--- config.mk ---
export PLATFORM = sky130hd
export DESIGN_NAME = curtain_sequencer
export DESIGN_NICKNAME = d
export VERILOG_FILES = /design/src/rtl/curtain_pkg.sv /design/src/rtl/btn_sync_edge.sv /design/src/rtl/curtain_sequencer.sv
export SDC_FILE = /design/constraint.sdc
export NUM_CORES = 1
export LEC_CHECK = 0
export CAP_MARGIN = 25
export CORE_MARGIN = 2
export CORE_UTILIZATION = 43
export CTS_CLUSTER_DIAMETER = 40
export DETAILED_ROUTE_END_ITERATION = 10
export PLACE_DENSITY = 0.61
export SLEW_MARGIN = 20
export SYNTH_ARGS = -nofsm -noshare
export SYNTH_HDL_FRONTEND = slang
export SYNTH_SLANG_ARGS = --single-unit
export TNS_END_PERCENT = 20
--- constraint.sdc ---
create_clock -name clk -period 4.9 [get_ports clk]
set_clock_uncertainty 0.05 [all_clocks]
set_input_delay 1.47 -clock clk [delete_from_list [all_inputs] [get_ports clk]]
set_output_delay 1.47 -clock clk [all_outputs]
set_load 0.03 [all_outputs]
--- src/rtl/curtain_pkg.sv ---
// Shared encodings for the curtain motor sequencer: FSM states, brake pending target,
// light classes and the one-hot motor command words.
package curtain_pkg;

    typedef enum logic [2:0] {
        ST_IDLE    = 3'd0,
        ST_OPENING = 3'd1,
        ST_CLOSING = 3'd2,
        ST_BRAKE   = 3'd3,
        ST_FAULT   = 3'd4
    } state_t;

    typedef enum logic [1:0] {
        PEND_NONE  = 2'd0,
        PEND_OPEN  = 2'd1,
        PEND_CLOSE = 2'd2
    } pending_t;

    typedef enum logic [1:0] {
        CLS_NONE   = 2'd0,
        CLS_BRIGHT = 2'd1,
        CLS_DARK   = 2'd2
    } light_cls_t;

    localparam logic [3:0] CTRL_STOP  = 4'b1000;
    localparam logic [3:0] CTRL_BRAKE = 4'b0100;
    localparam logic [3:0] CTRL_FWD   = 4'b0010;
    localparam logic [3:0] CTRL_BWD   = 4'b0001;

    function automatic logic [3:0] ctrl_of(input state_t s);
        case (s)
            ST_OPENING: ctrl_of = CTRL_FWD;
            ST_CLOSING: ctrl_of = CTRL_BWD;
            ST_BRAKE:   ctrl_of = CTRL_BRAKE;
            default:    ctrl_of = CTRL_STOP;
        endcase
    endfunction

endpackage

--- src/rtl/btn_sync_edge.sv ---
// Two-flop synchroniser plus registered rising-edge detector for one raw button.
// A rise before edge N yields a one-cycle pulse registered at edge N+2; no backpressure.
module btn_sync_edge (
    input  logic clk,
    input  logic rst_n,
    input  logic raw,
    output logic pulse
);

    logic [2:0] sync;

    always_ff @(posedge clk or negedge rst_n) begin
        if (!rst_n) begin
            sync  <= '0;
            pulse <= 1'b0;
        end else begin
            sync  <= {sync[1:0], raw};
            pulse <= sync[1] & ~sync[2];
        end
    end

endmodule

--- src/rtl/curtain_sequencer.sv ---
// Curtain motor sequencer: buttons, limits and light auto mode drive a one-hot motor command,
// with a timed brake on every stop/reversal and a runaway timeout; button-to-control latency 3 cycles.
module curtain_sequencer
    import curtain_pkg::*;
#(
    parameter int         TICK_DIV      = 50000,
    parameter int         BRAKE_TICKS   = 200,
    parameter int         TIMEOUT_TICKS = 8000,
    parameter int         SETTLE_TICKS  = 500,
    parameter logic [7:0] LIGHT_HI      = 8'd200,
    parameter logic [7:0] LIGHT_LO      = 8'd60
) (
    input  logic       clk,
    input  logic       rst_n,
    input  logic       btn_open,
    input  logic       btn_close,
    input  logic       btn_stop,
    input  logic       auto_en,
    input  logic [7:0] light_level,
    input  logic       limit_open,
    input  logic       limit_closed,
    output logic [3:0] control,
    output logic [2:0] state,
    output logic       busy,
    output logic       fault
);

    localparam int TMAX = (TIMEOUT_TICKS > BRAKE_TICKS) ? TIMEOUT_TICKS : BRAKE_TICKS;
    localparam int PW   = (TICK_DIV > 1) ? $clog2(TICK_DIV) : 1;
    localparam int TW   = (TMAX > 1) ? $clog2(TMAX) : 1;
    localparam int SW   = (SETTLE_TICKS > 1) ? $clog2(SETTLE_TICKS) : 1;

    localparam logic [PW-1:0] PRE_LAST     = PW'(TICK_DIV - 1);
    localparam logic [TW-1:0] BRAKE_LAST   = TW'(BRAKE_TICKS - 1);
    localparam logic [TW-1:0] TIMEOUT_LAST = TW'(TIMEOUT_TICKS - 1);
    localparam logic [SW-1:0] SETTLE_LAST  = SW'(SETTLE_TICKS - 1);

    logic open_edge, close_edge, stop_edge;

    btn_sync_edge u_open  (.clk(clk), .rst_n(rst_n), .raw(btn_open),  .pulse(open_edge));
    btn_sync_edge u_close (.clk(clk), .rst_n(rst_n), .raw(btn_close), .pulse(close_edge));
    btn_sync_edge u_stop  (.clk(clk), .rst_n(rst_n), .raw(btn_stop),  .pulse(stop_edge));

    state_t        cur_state;
    pending_t      pending;
    light_cls_t    cls, cls_q;
    logic [PW-1:0] pre_cnt;
    logic [TW-1:0] tick_cnt;
    logic [SW-1:0] settle_cnt;

    logic tick, both_lim, open_cmd, close_cmd, settle_run, auto_hit, brake_done;

    always_comb begin
        cls = CLS_NONE;
        if (auto_en) begin
            if (light_level >= LIGHT_HI)      cls = CLS_BRIGHT;
            else if (light_level <= LIGHT_LO) cls = CLS_DARK;
        end
    end

    assign tick       = (pre_cnt == PRE_LAST);
    assign both_lim   = limit_open & limit_closed;
    // Simultaneous open and close presses cancel each other.
    assign open_cmd   = open_edge & ~close_edge;
    assign close_cmd  = close_edge & ~open_edge;
    assign settle_run = (cls != CLS_NONE) && (cls == cls_q);
    assign auto_hit   = settle_run && tick && (settle_cnt == SETTLE_LAST);
    assign brake_done = tick && (tick_cnt == BRAKE_LAST);

    // Any assignment to cur_state below also restarts the prescaler and tick counter.
    always_ff @(posedge clk or negedge rst_n) begin
        if (!rst_n) begin
            cur_state  <= ST_IDLE;
            pending    <= PEND_NONE;
            cls_q      <= CLS_NONE;
            pre_cnt    <= '0;
            tick_cnt   <= '0;
            settle_cnt <= '0;
        end else begin
            cls_q      <= cls;
            pre_cnt    <= tick ? '0 : pre_cnt + 1'b1;
            settle_cnt <= '0;
            if (tick && tick_cnt != '1) tick_cnt <= tick_cnt + 1'b1;

            case (cur_state)
                ST_IDLE: begin
                    // Settle timing starts afresh whenever the light class changes.
                    if (settle_run) begin
                        if (tick && settle_cnt != SETTLE_LAST) settle_cnt <= settle_cnt + 1'b1;
                        else                                   settle_cnt <= settle_cnt;
                    end else begin
                        pre_cnt <= '0;
                    end
                    if (!stop_edge) begin
                        if (both_lim) begin
                            cur_state <= ST_FAULT; pre_cnt <= '0; tick_cnt <= '0; settle_cnt <= '0;
                        end else if (open_cmd && !limit_open) begin
                            cur_state <= ST_OPENING; pre_cnt <= '0; tick_cnt <= '0; settle_cnt <= '0;
                        end else if (close_cmd && !limit_closed) begin
                            cur_state <= ST_CLOSING; pre_cnt <= '0; tick_cnt <= '0; settle_cnt <= '0;
                        end else if (auto_hit && cls == CLS_BRIGHT && !limit_closed) begin
                            cur_state <= ST_CLOSING; pre_cnt <= '0; tick_cnt <= '0; settle_cnt <= '0;
                        end else if (auto_hit && cls == CLS_DARK && !limit_open) begin
                            cur_state <= ST_OPENING; pre_cnt <= '0; tick_cnt <= '0; settle_cnt <= '0;
                        end
                    end
                end
                ST_OPENING, ST_CLOSING: begin
                    if (stop_edge ||
                        (!both_lim && (cur_state == ST_OPENING ? limit_open : limit_closed))) begin
                        cur_state <= ST_BRAKE; pending <= PEND_NONE; pre_cnt <= '0; tick_cnt <= '0;
                    end else if (both_lim || (tick && tick_cnt == TIMEOUT_LAST)) begin
                        cur_state <= ST_FAULT; pre_cnt <= '0; tick_cnt <= '0;
                    end else if (cur_state == ST_OPENING && close_cmd) begin
                        cur_state <= ST_BRAKE; pending <= PEND_CLOSE; pre_cnt <= '0; tick_cnt <= '0;
                    end else if (cur_state == ST_CLOSING && open_cmd) begin
                        cur_state <= ST_BRAKE; pending <= PEND_OPEN; pre_cnt <= '0; tick_cnt <= '0;
                    end
                end
                ST_BRAKE: begin
                    // A stop landing on the final brake tick still ends the brake, into IDLE.
                    if (both_lim && !stop_edge) begin
                        cur_state <= ST_FAULT; pre_cnt <= '0; tick_cnt <= '0;
                    end else if (brake_done) begin
                        pre_cnt  <= '0;
                        tick_cnt <= '0;
                        if (!stop_edge && pending == PEND_OPEN && !limit_open)          cur_state <= ST_OPENING;
                        else if (!stop_edge && pending == PEND_CLOSE && !limit_closed)  cur_state <= ST_CLOSING;
                        else                                                            cur_state <= ST_IDLE;
                    end else if (stop_edge) begin
                        pending <= PEND_NONE;
                    end else if (open_cmd) begin
                        pending <= PEND_OPEN;
                    end else if (close_cmd) begin
                        pending <= PEND_CLOSE;
                    end
                end
                ST_FAULT: begin
                    if (stop_edge && !both_lim) begin
                        cur_state <= ST_IDLE; pre_cnt <= '0; tick_cnt <= '0;
                    end
                end
                default: begin
                    cur_state <= ST_IDLE; pre_cnt <= '0; tick_cnt <= '0;
                end
            endcase
        end
    end

    assign state   = cur_state;
    assign control = ctrl_of(cur_state);
    assign busy    = (cur_state == ST_OPENING) || (cur_state == ST_CLOSING) || (cur_state == ST_BRAKE);
    assign fault   = (cur_state == ST_FAULT);

endmodule

==> results_dict.tcl <==
set metrics [dict create \
    layout_commonest_cell "dfrtp_1" \
    syn_area_per_cell_um2 9.71 \
    htreeDepth 3 \
    grt_max_degree 42 \
    finalMaxSlewViolations 0 \
    r2r-start "pre_cnt[10]$_DFF_PN0_" \
    grt_pass1_vias 2233 \
    max_freq_ghz 0.267 \
    min_to "u_stop.sync[1]$_DFF_PN0_" \
    ir_worst_vdd_uv 236 \
    antenna_found_initial 0 \
    totalWireLength_um 6280 \
    cp_top_family "buffers and inverters" \
    cpPeakStageDelay_ns 0.69 \
    tightest_slew_ns 0.883 \
    p_leak_nw 1.47 \
    worst_slew_margin_rel_pct 41.0 \
    ys_ff_latch 57 \
    min-delay-path-class "register to register" \
    grt_pass1_wl_um 10500 \
    cts_resized 0 \
    cp_max_fo 11 \
    synthCells 312 \
    timing.final.crit_share_pct 76.4 \
    syn_to_final_growth_pct 16.9 \
    synthArstFlopShare_pct 100 \
    cts_tree "yes" \
    worstReg2RegEnd "state[0]$_DFFE_PN0P_" \
    drc 0 \
    placeableCoreArea_mm2 0.00679 \
    yosysSeqAreaShare_pct 47.1 \
    placementRows 30 \
    fin_area_mm2 0.00354 \
    start_util_pct 44.6 \
    drt-pass1-iter-count 4 \
    drive_gt1_share_pct 9.86 \
    clkSinkCount 57 \
    via_per_inst 5.33 \
    powerDensity_mw_per_mm2 393 \
    num_vias 2352 \
    setup_tns_ns 0 \
    yosys_warnings 0 \
    clk_pin_slew_ns 0.07 \
    setup.worst_path.start_class "register" \
    grt_overflow_total 0 \
    numCtsBuffers 9 \
    critical_path_arrival_ns 2.22 \
    dpl.hpwl_um 4350 \
    netlist.top_cell.by_area "dfrtp_1" \
    first_iter_violations 108 \
    synth.top_cells.by_area "dfrtp_1 (47%), nor2_1 (5.9%), xnor2_1 (4.9%)" \
    globalplace.congestion 0.955 \
    synth-main-ff-cell "dfrtp_1" \
    place_area_mm2 0.00335 \
    maxCapViolations 0 \
    yosysUniqueCellTypes 54 \
    synth_top_cell_area_share_pct 47.1 \
    r2r_setup_slack_ns 1.88 \
    cp_num_buf_inv 2 \
    numPortBuffers 24 \
    wl_per_cell_um 14.2 \
    critPathSlowestCell "clkdlybuf4s50_1" \
    netlist_area_mm2 0.00303 \
    finalHoldViolations 0 \
    clock_path_buffers 2 \
    dieWidth_um 88.0 \
    mostFrequentLayoutCells "dfrtp_1 (57), nor2_1 (48), clkdlybuf4s50_1 (23)" \
    die_h_um 88.0 \
    antenna_cells 0 \
    grt_usage_pct 17.7 \
    rsz0062_at_grt "no" \
    min_period_ns 3.74 \
    cp_cell_sequence "or3b_1 > inv_1 > clkdlybuf4s50_1" \
    crit_path_end_kind "output pin" \
    cts-root-buf "clkbuf_8" \
    antenna_left 0 \
    ios 25 \
    worstSkewPairLatency_ns 0.34 \
    nNetsFinal 361 \
    worst-setup-path-type "register to output pin" \
    dieArea_mm2 0.00774 \
    run_status "finished clean" \
    syn_nets 333 \
    hp-start "u_stop.sync[0]$_DFF_PN0_" \
    rr_worst_depth 7 \
    cts_hold_buf 0 \
    synth_edf_count 0 \
    min_path_cells 0 \
    postCtsSetupBuffers 0 \
    setup_violations 0 \
    required_ns 3.38 \
]
==> Yosys cell counts (3+ instances only) <==
library cell and instances:
a211oi_1 4, nor2b_1 5, nand3_1 13, dfrtp_1 57, nand2_1 21, inv_1 15
xnor2_1 17, or3_1 3, a41oi_1 3, buf_2 3, a21oi_1 6, mux2i_1 3
o21ai_0 5, nor3_2 6, nor3_1 13, nor3b_1 3, nor2_1 48, o211ai_1 5
nand4_1 7, ha_1 5, and3_1 10, and2_1 3, clkbuf_1 5, a31oi_1 3
xor2_1 15
==> layer usage <==
layer  up-vias  part of all wire [%]  routed length [um]  GRT usage [%]
li1       1159                     -                   -              -
met1      1141                    49                3050           23.3
met2        44                    46                2890           27.3
met3         8                   4.2                 266           6.22
met4         0                   1.1                  68           6.15
met5         -                     0                   0              0
==> report_power, final <==
part | total, mW | switching, mW | internal [mW]
clock network | 0.382 | 0.200 | 0.182
registers | 0.545 | 0.0428 | 0.502
logic | 0.467 | 0.276 | 0.191
==> metrics by stage <==
| stage | hold WS (ns) | total power [mW] | instances | util (%) | setup slack [ns] |
|---|---|---|---|---|---|
| floorplan | 0.281 | 0.872 | 312 | - | 1.65 |
| CTS | 0.300 | 1.41 | 440 | 51.9 | 1.15 |
| finish | 0.299 | 1.39 | 441 | 52.2 | 1.16 |
| global placement | 0.284 | 1.02 | 424 | 49.3 | 0.903 |
| global route | 0.315 | 1.48 | 441 | 52.2 | 0.886 |
| detailed placement | 0.285 | 1.02 | 424 | 49.3 | 0.810 |
==> flip-flops by register name, summed over array words and instances, names as in the netlist <==
name / flops
pre_cnt: 16
tick_cnt: 13
settle_cnt: 9
state: 3
u_close.sync: 3
u_open.sync: 3
u_stop.sync: 3
cls_q: 2
pending: 2
u_close.pulse: 1
u_open.pulse: 1
u_stop.pulse: 1
==> layout make-up <==
| class | count | area [um^2] |
|---|---|---|
| Multi-Input combinational cell | 229 | 1490 |
| Sequential cell | 57 | 1430 |
| Inverter | 15 | 56.3 |
| Fill cell | 636 | 3250 |
| Tap cell | 96 | 120 |
| Clock buffer | 9 | 124 |
| Clock inverter | 7 | 47.5 |
| Timing Repair Buffer | 28 | 278 |
==> cells by family (layout without fill, tap and decap cells) <==
logic type                 count (synthesis)  count (layout)  share of synthesized area, %
and+or+nand+nor                          146             146                          25.7
xor gates and xnor gates                  32              32                          9.25
AOI/OAI and AO/OA                         39              39                          9.79
buffers and inverters                     26              59                          3.72
DFF                                       57              57                          47.1
muxes                                      6               6                          2.11
adders and majority gates                  6               6                          2.39
==> worst max path at each step <==
stage / to / slack [ns] / depth (start not counted) / startpoint
finish: control[1] / 1.16 / 3 / state[0]$_DFFE_PN0P_
detailed placement: state[0]$_DFFE_PN0P_ / 0.81 / 7 / limit_closed
floorplan: state[1]$_DFFE_PN0P_ / 1.65 / 6 / light_level[7]
global placement: state[0]$_DFFE_PN0P_ / 0.90 / 7 / limit_closed
global route: state[0]$_DFFE_PN0P_ / 0.89 / 8 / auto_en
CTS: control[1] / 1.15 / 3 / state[0]$_DFFE_PN0P_
Power figures use the tool's default switching activity.
